## src/rtl/instruction_fetch_unit.sv

```systemverilog
// Instruction fetch unit: drives the combinational instruction memory and buffers words in a prefetch FIFO.
// Optional feature macro: FETCH_ALIGN_CHECK_EN (misaligned redirect halts fetch and raises sticky AlignFault).
module instruction_fetch_unit #(
    parameter logic [31:0] RESET_PC = 32'h00000000,
    parameter int          DEPTH    = 2
) (
    input  logic        clk,
    input  logic        reset,
    output logic [31:0] Address,
    input  logic [31:0] Instruction,
    input  logic        Redirect,
    input  logic [31:0] Target,
    input  logic        IF_Ready,
    output logic        IF_Valid,
    output logic [31:0] IF_Instruction,
    output logic [31:0] IF_PC,
    output logic [31:0] IF_PCPlus4,
    output logic        AlignFault
);

    localparam int          PW       = $clog2(DEPTH);
    localparam logic [PW:0] DEPTH_C  = (PW + 1)'(DEPTH);
    localparam logic [PW-1:0] PTR_ONE = PW'(1);

    logic [31:0]   fetch_pc_q, fetch_pc_d;
    logic [PW-1:0] head_q, head_d, tail_q, tail_d;
    logic [PW:0]   count_q, count_d;
    logic [31:0]   instr_mem_q [DEPTH];
    logic [31:0]   instr_mem_d [DEPTH];
    logic [31:0]   pc_mem_q [DEPTH];
    logic [31:0]   pc_mem_d [DEPTH];
    logic          empty_s, pop_s, push_s, halt_s;

`ifdef FETCH_ALIGN_CHECK_EN
    logic align_fault_q, align_fault_d;
    assign halt_s     = align_fault_q;
    assign AlignFault = align_fault_q;
`else
    assign halt_s     = 1'b0;
    assign AlignFault = 1'b0;
`endif

    assign Address = fetch_pc_q;

    // Handshake qualifiers: a pop frees a slot for a push in the same cycle.
    always_comb begin
        empty_s = (count_q == {(PW + 1){1'b0}});
        pop_s   = !empty_s && IF_Ready;
        push_s  = !Redirect && !halt_s && ((count_q < DEPTH_C) || pop_s);
    end

    // Next-state logic for fetch PC, FIFO pointers, storage and fault flag.
    always_comb begin
        fetch_pc_d = fetch_pc_q;
        head_d     = head_q;
        tail_d     = tail_q;
        count_d    = count_q;
        for (int i = 0; i < DEPTH; i++) begin
            instr_mem_d[i] = instr_mem_q[i];
            pc_mem_d[i]    = pc_mem_q[i];
        end
`ifdef FETCH_ALIGN_CHECK_EN
        align_fault_d = align_fault_q;
`endif
        if (Redirect) begin
            // The word fetched this cycle is dropped; a concurrent pop has already been accepted.
            head_d     = {PW{1'b0}};
            tail_d     = {PW{1'b0}};
            count_d    = {(PW + 1){1'b0}};
            fetch_pc_d = Target;
`ifdef FETCH_ALIGN_CHECK_EN
            if (Target[1:0] != 2'b00) begin
                align_fault_d = 1'b1;
                fetch_pc_d    = {Target[31:2], 2'b00};
            end else begin
                align_fault_d = 1'b0;
            end
`endif
        end else begin
            if (push_s) begin
                for (int i = 0; i < DEPTH; i++) begin
                    if (tail_q == PW'(i)) begin
                        instr_mem_d[i] = Instruction;
                        pc_mem_d[i]    = fetch_pc_q;
                    end else begin
                        instr_mem_d[i] = instr_mem_q[i];
                    end
                end
                tail_d     = tail_q + PTR_ONE;
                fetch_pc_d = fetch_pc_q + 32'd4;
            end else begin
                tail_d = tail_q;
            end
            if (pop_s) begin
                head_d = head_q + PTR_ONE;
            end else begin
                head_d = head_q;
            end
            case ({push_s, pop_s})
                2'b10:   count_d = count_q + {{PW{1'b0}}, 1'b1};
                2'b01:   count_d = count_q - {{PW{1'b0}}, 1'b1};
                default: count_d = count_q;
            endcase
        end
    end

    // State registers; reset discards all buffered entries at once.
    always_ff @(posedge clk or negedge reset) begin
        if (!reset) begin
            fetch_pc_q <= RESET_PC;
            head_q     <= {PW{1'b0}};
            tail_q     <= {PW{1'b0}};
            count_q    <= {(PW + 1){1'b0}};
            for (int i = 0; i < DEPTH; i++) begin
                instr_mem_q[i] <= 32'h00000000;
                pc_mem_q[i]    <= 32'h00000000;
            end
`ifdef FETCH_ALIGN_CHECK_EN
            align_fault_q <= 1'b0;
`endif
        end else begin
            fetch_pc_q <= fetch_pc_d;
            head_q     <= head_d;
            tail_q     <= tail_d;
            count_q    <= count_d;
            for (int i = 0; i < DEPTH; i++) begin
                instr_mem_q[i] <= instr_mem_d[i];
                pc_mem_q[i]    <= pc_mem_d[i];
            end
`ifdef FETCH_ALIGN_CHECK_EN
            align_fault_q <= align_fault_d;
`endif
        end
    end

    // Head entry presentation; all-zero while the FIFO is empty.
    always_comb begin
        IF_Valid = !empty_s;
        if (!empty_s) begin
            IF_Instruction = instr_mem_q[head_q];
            IF_PC          = pc_mem_q[head_q];
            IF_PCPlus4     = pc_mem_q[head_q] + 32'd4;
        end else begin
            IF_Instruction = 32'h00000000;
            IF_PC          = 32'h00000000;
            IF_PCPlus4     = 32'h00000000;
        end
    end

endmodule
```

## config.mk

```make
export PLATFORM = sky130hd
export DESIGN_NAME = instruction_fetch_unit
export DESIGN_NICKNAME = d
export VERILOG_FILES = /design/src/rtl/instruction_fetch_unit.sv
export SDC_FILE = /design/constraint.sdc
export NUM_CORES = 1
export LEC_CHECK = 0
export ABC_AREA = 1
export CAP_MARGIN = 10
export CORE_ASPECT_RATIO = 1.1
export CORE_MARGIN = 5
export CORE_UTILIZATION = 35
export DETAILED_ROUTE_END_ITERATION = 7
export GPL_TIMING_DRIVEN = 0
export REMOVE_ABC_BUFFERS = 1
export SLEW_MARGIN = 5
export SYNTH_ARGS = -nofsm -noshare
export SYNTH_HDL_FRONTEND = slang
export SYNTH_SLANG_ARGS = --single-unit
export TNS_END_PERCENT = 5
```

## constraint.sdc

```tcl
create_clock -name clk -period 6.52 [get_ports clk]
set_input_delay 1.304 -clock clk [delete_from_list [all_inputs] [get_ports clk]]
set_output_delay 1.304 -clock clk [all_outputs]
set_load 0.02 [all_outputs]
```

; ---- After elaboration in Yosys (flattened, before gate mapping)
; Cells that the tools add are included.
[op_classes]
addsub = 6
n_lt_le_gt_ge = 2
n_eq_ne = 2
mux = 17
bitwise_logic = 3
n_reduce_logical = 11
[ops]
columns = op, n
row1 = 32-bit 2-to-1 mux, 11
row2 = "32-bit by 3-bit adder with 32-bit output, second input constant", 2
row3 = 3-bit AND reduction, 2
row4 = 1-bit 2-to-1 mux, 4
row5 = 2-bit one-hot mux with 2 select lines, 1
row6 = 2-bit nonzero test, 2
row7 = 3-bit nonzero test, 1
row8 = "1-bit adder, second input constant", 2
row9 = "2-bit by 1-bit adder with 2-bit output, second input constant", 1
row10 = "2-bit by 1-bit == test with 1-bit output, second input constant", 1
row11 = "2-bit == test, second input constant", 1
row12 = "2-bit >= comparator, second input constant", 1
row13 = 1-bit logical AND, 2
row14 = 1-bit zero test, 2
row15 = 2-bit zero test, 1
row16 = "2-bit < comparator, second input constant", 1
row17 = 2-bit 2-to-1 mux, 1
row18 = 1-bit NOT, 2
row19 = 1-bit NOT with 2-bit output, 1
row20 = "2-bit by 1-bit subtractor with 2-bit output, second input constant", 1
row21 = 1-bit logical OR, 1
[word_totals]
regBits = 164
inputBits = 68
out_inout_bits = 130
elab_cells = 49

; ---- Logic depth before layout (Yosys ltp)
[logic_depth]
word_depth = 8
ltp_mapped = 13
depth_no_buf = 13

; ---- Worst setup path after synthesis
; Ideal clock, no wire load.
[synth_timing]
path_kind = flip-flop to output port
from = register head_q
to = output port IF_PCPlus4[16]
t_arrival_ns = 1.984
t_required_ns = 5.216
slack_ns = 3.232
stages_incl_launch_ff = 12
path_buffers = 1
cell_sequence = dfrtp_1 -> buf_4 -> nand2_1 -> o21ai_1 -> inv_1 -> ha_1 -> nand2_1 -> nor2_1 -> nand3_2 -> nor2_1 -> a21oi_1 -> nor2_1
[synth_between]
elab_chain_len = 6
[synth_lines]
columns = item, line
row1 = "start, declared", 26  ; logic [PW-1:0] head_q, head_d, tail_q, tail_d;
row2 = "start signal, assigned", 111  ; head_q <= {PW{1'b0}};
row3 = 1-bit NOT with 2-bit output (implied by the code), 142  ; IF_PCPlus4 = pc_mem_q[head_q] + 32'd4;
row4 = 32-bit 2-to-1 mux (implied by the code) (3 in series), 142
row5 = 32-bit by 3-bit adder with 32-bit output, 142
row6 = 32-bit 2-to-1 mux, 139  ; if (!empty_s) begin
row7 = "end, declared", 17  ; output logic [31:0] IF_PCPlus4,
; No other way between the ends. The select of a mux whose other input is x is not followed.

; ---- Worst setup path in the final report
[layout_timing]
from = register head_q
to = output port IF_PCPlus4[30]
; The elaborated chain is that of the path after synthesis.

==> summary.txt <==
Global route
  – GRT Resource Usage Total: about a fifth
  – First-pass GRT wire length: about 45 mm
  – Total congestion overflow: 0
  – Gr busiest metal: met2
  – Global-route track usage on met3: under 10%
  – Vias in the first global route: roughly 8500
  – Met2 GRT Util: 30.2%
  – Largest net degree at the start of global routing: 110
  – Met1 Track Usage GR: between 20% and 30%
  – Initial antenna violation count: 0

Placement
  – IO buf count: roughly 200
  – Detailed Place HPWL: 19.7 mm
  – Routability cong.: 0.901
  – Cells after DPL: between 1500 and 2000
  – DP Worst Slack: around 1.4 ns

Outcome
  – Outcome: finished clean

Clocking
  – Total CTS buffers: 17
  – CTS resizes: 0
  – CTS root buffer: clkbuf_16
  – CTS tree: built
  – Setup bufs post-CTS: 0
  – Hold_buf cts: 0
  – Clock Tree Buf Depth: 2
  – Clock-pin slew on the worst setup and hold paths: around 0.07 ns
  – Htree depth: 4
  – Later-pin clock latency in the skew report: around 0.42 ns
  – Clock sink count: 164

Setup path
  – Startpoint Class: flop
  – Critical Path End Type: primary output
  – Worst r2r src: count_q[1]$_DFFE_PN0P_
  – Critical Path RT: between 5 and 6 ns
  – Critical Path AT: 4.08 ns
  – Cell depth of the worst flop-to-flop path: 7
  – WS Path Type: reg2out
  – Reg-to-Reg End: Address[9]$_DFFE_PN0P_
  – Setup crit end: IF_PCPlus4[30]
  – Worst setup startpoint: head_q$_DFFE_PN0P_
  – R2r setup slk: between 3 and 4 ns
  – Crit-path max FO: 68

Synthesis
  – Post-synthesis register bit count: 164
  – Post-synthesis sequential area ratio: between 40 and 50%
  – Synthesized area: 9040 um^2
  – Synth warn: 0
  – Synth unique cells: 33
  – Mapped Cells: about 1300
  – Synth Area per Inst: 6.88 um^2

Timing
  – Setup TNS: 0 ns
  – PnR worst setup slack: approximately 1.1 ns
  – Skew final: 0.00963 ns
  – Worst-Margin Slew: a little over 1 ns
  – Final Hold Fails: 0
  – Final Critical Period: around 5.4 ns
  – Worst rel slew slack: around 33%
  – Unrepaired setup endpoints after global routing: false
  – Period utilisation layout: 82.6%
  – # setup viols final: 0
  – Fin. max-slew vios: 0
  – Max Fclk: roughly 190 MHz

Layout
  – Antenna diodes: 0
  – Non-Filler Instances: around 1800
  – Fin util: 46.5%
  – Layout Area Growth over Synthesis: 30.5%
  – Fraction of layout cells with a size suffix above 1: ~3.7%
  – Nets: approximately 1500
  – Commonest non-fill, non-tap cells in the layout: nand2_1, clkdlybuf4s50_1, dfrtp_1
  – Commonest non-fill, non-tap cell in the layout: nand2_1

Worst hold path
  – Worst min-delay path category: reg2reg

Route
  – DR WL/cell: approximately 15 um
  – Initial DRC count: 850
  – Total number of vias: ~8700
  – Antenna-violating nets left: 0
  – DRC viols: 0
  – Avg Vias per Cell: 4.78
  – DRT Pass-1 Iters: 6
  – Final wirelength: ~28 mm

Floorplanning
  – Core area: about 25000 um^2
  – Initial Util: 35.7%
  – Number of I/O pins: ~200
  – Die area: between 20000 and 30000 um^2
  – Row count: between 60 and 70
  – Die X: between 150 and 200 um
  – Die H: roughly 180 um

Pwr
  – Worst vdd ir: between 150 and 200 uV
  – Pwr Density: 295 nW/um^2
  – Leakage: around 5.4 nW

Flow run
  – Maxcap violations: 0
[area by class of cell]
type                       count  area, um^2
clock inverter                 9        57.6
tap                          346         433
fill                        2635       13500
timing repair buffer         202        2100
clock buffer                  20         457
sequential                   164        4110
multi-input combinational    950        4130
inverter                     135         507
[per-stage QoR]
stage | power (mW) | instance area (um^2) | hold WS, ns
global placement | 2.57 | 11100 | 0.463
floorplan | 2.06 | 8720 | 0.448
finish | 3.47 | 11800 | 0.486
CTS | 3.52 | 11800 | 0.491
global route | 3.72 | 11800 | 0.499
detailed placement | 2.58 | 11300 | 0.474
[worst min path at each step]
stage                                  endpoint  slack (ns)                   startpoint  cells past startpoint
CTS                 instr_mem_q[62]$_DFFE_PN0P_        0.49  instr_mem_q[62]$_DFFE_PN0P_                      2
finish              instr_mem_q[62]$_DFFE_PN0P_        0.49  instr_mem_q[62]$_DFFE_PN0P_                      2
global route           pc_mem_q[59]$_DFFE_PN0P_        0.50     pc_mem_q[59]$_DFFE_PN0P_                      2
detailed placement  instr_mem_q[62]$_DFFE_PN0P_        0.47  instr_mem_q[62]$_DFFE_PN0P_                      2
global placement       pc_mem_q[63]$_DFFE_PN0P_        0.46     pc_mem_q[63]$_DFFE_PN0P_                      2
floorplan              pc_mem_q[63]$_DFFE_PN0P_        0.45     pc_mem_q[63]$_DFFE_PN0P_                      2
[synth_stat cells]
cell type,count,share of area (%)
a21oi_1,59,3.3
a31oi_1,3,0.21
buf_1,2,0.083
buf_2,37,2.0
buf_4,5,0.42
buf_6,2,0.25
clkbuf_1,18,0.75
conb_1,1,0.041
dfrtp_1,164,45
ha_1,2,0.28
inv_1,132,5.5
inv_2,3,0.12
nand2_1,495,21
nand2_2,2,0.14
nand2_4,1,0.12
nand3_1,59,3.3
nand3_2,1,0.11
nand4_1,6,0.42
nor2_1,120,5.0
nor2_2,6,0.42
nor2_4,1,0.12
nor3_1,12,0.66
nor3_2,1,0.11
nor3b_1,1,0.083
o211ai_1,6,0.50
o21ai_0,37,2.0
o21ai_1,124,6.9
o21ai_4,1,0.18
o221ai_1,1,0.097
o22ai_1,2,0.14
o311ai_0,1,0.097
or2_2,1,0.069
xor2_1,7,0.68
[sequential cells by signal, indices dropped and copies added, names as in the netlist]
name         cells
instr_mem_q     64
pc_mem_q        64
Address         32
count_q          2
head_q           1
tail_q           1
[critical path: stages, from the launching register on]
cell	delay (ns)
dfrtp_4	0.80
inv_2	0.56
buf_12	0.29
nand2_1	0.10
nand2_1	0.11
ha_1	0.22
nand2_1	0.12
nor2_1	0.21
inv_1	0.07
nor2_1	0.26
nand2_1	0.09
nand2_1	0.06
nand2_1	0.04
nor2_1	0.11
clkdlybuf4s50_1	0.62
[routing by layer]
| metal | vias to the layer above | wire, um | part of all wire [%] |
|---|---|---|---|
| li1 | 4456 | - | - |
| met1 | 3998 | 13400 | 48 |
| met2 | 248 | 12200 | 44 |
| met3 | 29 | 1710 | 6.1 |
| met4 | 0 | 550 | 2.0 |
| met5 | - | 0 | 0 |
[cells by family (layout without fill, tap and decap cells)]
kind of cell | count (synthesis) | after routing | synth area share [%]
XOR/XNOR | 7 | 7 | 0.678
AND/OR/NAND/NOR | 706 | 706 | 31.1
buffers and inverters | 199 | 366 | 9.15
AO/OA/AOI/OAI | 234 | 234 | 13.4
flip-flops | 164 | 164 | 45.4
adder cells (fa/ha/maj) | 2 | 2 | 0.277
other | 1 | 1 | 0.0415
[report_power, final]
group	switching [mW]	internal, mW	leakage [nW]
clock network	0.415	0.500	0.254
logic	0.697	0.466	3.17
registers	0.153	1.24	2.02
total	1.27	2.21	5.44
No activity file was read; power rests on OpenSTA's default activity.
==> variant 1 (config.mk and constraints unchanged) <==
Reset style: synchronous (`reset`), changed in one clocked block.
--- a/src/rtl/instruction_fetch_unit.sv
+++ b/src/rtl/instruction_fetch_unit.sv
@@ -107,3 +107,3 @@
     // State registers; reset discards all buffered entries at once.
-    always_ff @(posedge clk or negedge reset) begin
+    always_ff @(posedge clk) begin
         if (!reset) begin
Function: differs if reset is asserted again (counterexample within 4 cycles, from zero or initial values and one cycle with reset low); with reset held inactive, the same outputs for 4 cycles.
==> variant 1 against the unedited design <==
Critical path depth is 8 lower. Register-to-register slack better by 0.39 ns. Routed wire length is 10% lower. Via count is 13% lower. Cell count is 12% lower. Sequential cell count is 1 higher. Final area is 0.48% lower. Setup slack better by 0.74 ns. Hold slack worse by 0.044 ns. Area after synthesis is 2.4% lower. Critical path type is now input pin to register. Critical endpoint is now Address[21]$_SDFFE_PN0N_. Highest routed layer unchanged.
Power is not compared: it rests on default switching activity, and its combinational part moved more than twofold at a synthesized area within 25%.
==> variant 1: results <==
{
  "r2r_slack_ns": 3.93,
  "viasPerCell": 4.73,
  "ys_seq_area_share_pct": 52.0,
  "wl_per_cell_um": 15.5,
  "cp_max_fo": 26,
  "async_reset_ff_share_pct": 0,
  "peakVddDrop_v": 0.000188,
  "ys_top_cells_by_area": "edfxtp_1 (44%), nand2_1 (13%), dfxtp_1 (8.4%)",
  "fin_cells": 1606,
  "dr_wl_met2_mm": 12.2,
  "setup-violations-final": 0,
  "yosysUniqueCellTypes": 37,
  "placedCellCount": 1573,
  "finalClockSkew_ns": 0.0122,
  "cts_root_buf": "clkbuf_16",
  "min_period_ns": 4.65,
  "initialDrtViolationCount": 533,
  "clk_latency_ns": 0.43,
  "hold_ws_ns": 0.442,
  "synth-main-ff-cell": "edfxtp_1",
  "cts_setup_buffers": 0,
  "slew_headroom_pct": 18.3,
  "dp_slack_ns": 1.39,
  "cts_buffer_depth": 2,
  "synth_edf_count": 128,
  "critPathArrivalTime_ns": 4.94,
  "syn-instance-count": 1097,
  "status": "completed",
  "design_area_um2": 11700,
  "drt_pass1_iterations": 5,
  "grt_max_degree": 67,
  "gr-usage-all-layers_pct": 17.2,
  "wl_met1_mm": 11.3,
  "hold_class": "register to register",
  "grt_pass1_vias": 7173,
  "p_leak_uw": 0.00447,
  "p_per_area_nw_per_um2": 223,
  "ys_top_cells_by_count": "nand2_1 (308), nor2_1 (162), inv_1 (129), edfxtp_1 (128), a21oi_1 (67)",
  "grt_pass1_wl_mm": 38.6,
  "dp_hpwl_mm": 18.3,
  "fin_nets": 1348,
  "final.fill_count": 2447,
  "wl_met3_mm": 1.05,
  "drive_gt1_share_pct": 8.76,
  "antenna_found_initial": 1,
  "place_congestion": 0.898,
  "p_comb_share_pct": 15.6,
  "dpl_cell_area_um2": 11200
}
-- variant 1: cell count changes after synthesis, moves of 12 or more --
cell,before,now
edfxtp_1,0,128
nand2_2,2,24
o21ai_0,37,52
dfrtp_1,164,0
nand2_1,495,308
buf_2,37,8
dfxtp_1,0,37
o21ai_1,124,4
nor2_1,120,162
nor2_2,6,18
-- variant 1: cells by family (layout without fill, tap and decap cells) --
family	Yosys count	count (layout)	synth area share (%)
and+or+nand+nor	597	597	29.1
buffers and inverters	181	374	8.92
DFF	165	165	52.0
AOI/OAI and AO/OA	140	140	8.55
xor gates and xnor gates	9	9	0.894
adders and majority gates	3	3	0.426
other	1	2	0.0425
muxes	1	1	0.113
-- variant 1: path summary, 6_finish.rpt --
| path | start | to | cells after the start |
|---|---|---|---|
| worst min register to register | head_q$_SDFFE_PP0P_ | register | 1 |
| worst max register to register | count_q[1]$_SDFFE_PP0P_ | pc_mem_q[0][27]$_DFFE_PP_ | 7 |
| worst min-delay path | head_q$_SDFFE_PP0P_ | register | 1 |
| worst max-delay path | Redirect | Address[21]$_SDFFE_PN0N_ | 6 |
-- variant 1: routing by layer --
metal,global-route usage [%],vias up
li1,-,3895
met1,22.6,3498
met2,29.6,179
met3,2.61,23
met4,4.87,0
met5,0,-
-- variant 1: worst max-delay path, cell delays in order --
cell and delay (ns):
clkdlybuf4s50_1 1.13, inv_1 0.62, nand2_1 0.80, clkinv_1 0.61, o21ai_0 0.34, a21oi_1 0.10
-- variant 1: cell type report --
type,instances,area share [%]
flip-flops and latches,165,39.1
multi-input cells,751,29.5
repair buffers,205,18.6
inverters,137,4.42
clock buffers,17,3.62
well taps,315,3.36
clock inverters,15,1.30
diodes,1,0.0213
==> variant 2 (same flow settings) <==
Made on the original files. The parameter `DEPTH` goes from 2 to 4.
--- a/src/rtl/instruction_fetch_unit.sv
+++ b/src/rtl/instruction_fetch_unit.sv
@@ -4,3 +4,3 @@
     parameter logic [31:0] RESET_PC = 32'h00000000,
-    parameter int          DEPTH    = 2
+    parameter int          DEPTH    = 4
 ) (
Behaviour: not the same (Yosys sat finds a counterexample within 4 cycles, from zero or initial values and one cycle with reset low).
==> variant 2 against the unedited design <==
Combinational power rose to 3.6 times the old value. Core utilization decreased by 2.8 points. Total power grew to 2.6 times the old value. Synthesized cell count increased by 60%. Routed wire length grew 69%. Sequential power is 120% higher. Sequential share of layout area rose by 4.0 points. Maximum frequency shrank 11%. Setup slack worse by 0.66 ns. First-iteration DRC count up 11%. Area after synthesis rose by 70%. Sequential cell count grew 131. Final area is 61% higher. Critical endpoint is now IF_PCPlus4[12].
==> variant 2: results <==
{
  "drt_pass1_iterations": 7,
  "p_leak_uw": 0.00879,
  "ys_top_cells_by_area": "dfrtp_1 (48%), nand2_1 (17%), o21ai_0 (12%)",
  "viasPerCell": 5.00,
  "min_from": "instr_mem_q[89]$_DFFE_PN0P_",
  "r2r-start": "count_q[2]$_DFFE_PN0P_",
  "clk_latency_ns": 0.54,
  "yosysUniqueCellTypes": 41,
  "grt_pass1_vias": 14000,
  "wl_per_cell_um": 16.6,
  "peakVddDrop_v": 0.000156,
  "dp_hpwl_mm": 30.9,
  "ys_seq_area_share_pct": 47.9,
  "rr_worst_depth": 8,
  "setup.worst_path.start": "head_q[0]$_DFFE_PN0P_",
  "dp_slack_ns": 1.03,
  "endpoint": "IF_PCPlus4[12]",
  "final.fill_count": 4439,
  "hold_path_end": "instr_mem_q[89]$_DFFE_PN0P_",
  "status": "completed",
  "p_comb_share_pct": 45.1,
  "ys_top_cells_by_count": "nand2_1 (678), o21ai_0 (355), dfrtp_1 (295), nor2_1 (270), inv_1 (109)",
  "rr_endpoint": "Address[26]$_DFFE_PN0N_",
  "switching_share_pct": 41.5,
  "h-tree-depth": 2
}
-- variant 2: worst max-delay path, cell delays in order (launching register included) --
cell and delay (ns):
dfrtp_4 0.77, buf_16 0.36, inv_8 0.62, nand2_1 0.15, nand2_1 0.10, nand2_1 0.05
nand2_1 0.11, ha_1 0.22, nand3_2 0.11, nor2_4 0.14, nand2_2 0.14, nor2_1 0.33
nor2_1 0.08, a21oi_1 0.19, clkdlybuf4s50_1 0.71
-- variant 2: stage by stage --
step / std cells / power, uW / utilization [%]
final: 2831 / 9200 / 43.8
after global routing: 2831 / 9930 / 43.8
after CTS: 2831 / 9320 / 43.8
after detailed placement: 2765 / 7320 / 41.1
after global placement: 2747 / 6940 / 40.1
after floorplan: 1977 / 5520 / -
-- variant 2: logic make-up (layout without fill, tap and decap cells) --
| group | after synthesis | in the layout | synth area share [%] |
|---|---|---|---|
| AO/OA/AOI/OAI | 455 | 455 | 15.3 |
| other | 1 | 1 | 0.0244 |
| adder cells (fa/ha/maj) | 7 | 7 | 0.617 |
| AND/OR/NAND/NOR | 1093 | 1093 | 28.4 |
| buffers and inverters | 238 | 392 | 6.93 |
| flip-flops | 295 | 295 | 47.9 |
| XOR/XNOR | 14 | 14 | 0.796 |
-- variant 2: area by class of cell --
type | instances | area share (%)
clock inverter | 9 | 0.303
sequential | 295 | 38.9
clock buffer | 57 | 5.79
multi-input combinational | 1570 | 36.8
tap | 574 | 3.78
inverter | 112 | 2.26
timing repair buffer | 214 | 12.2
-- variant 2: metal layers --
metal / vias up / global-route usage (%) / routed length (um)
met4: 0 / 7.53 / 1680
li1: 7018 / - / -
met2: 386 / 32.2 / 22100
met5: - / 0 / 0
met3: 98 / 3.46 / 2450
met1: 6642 / 24.7 / 20800
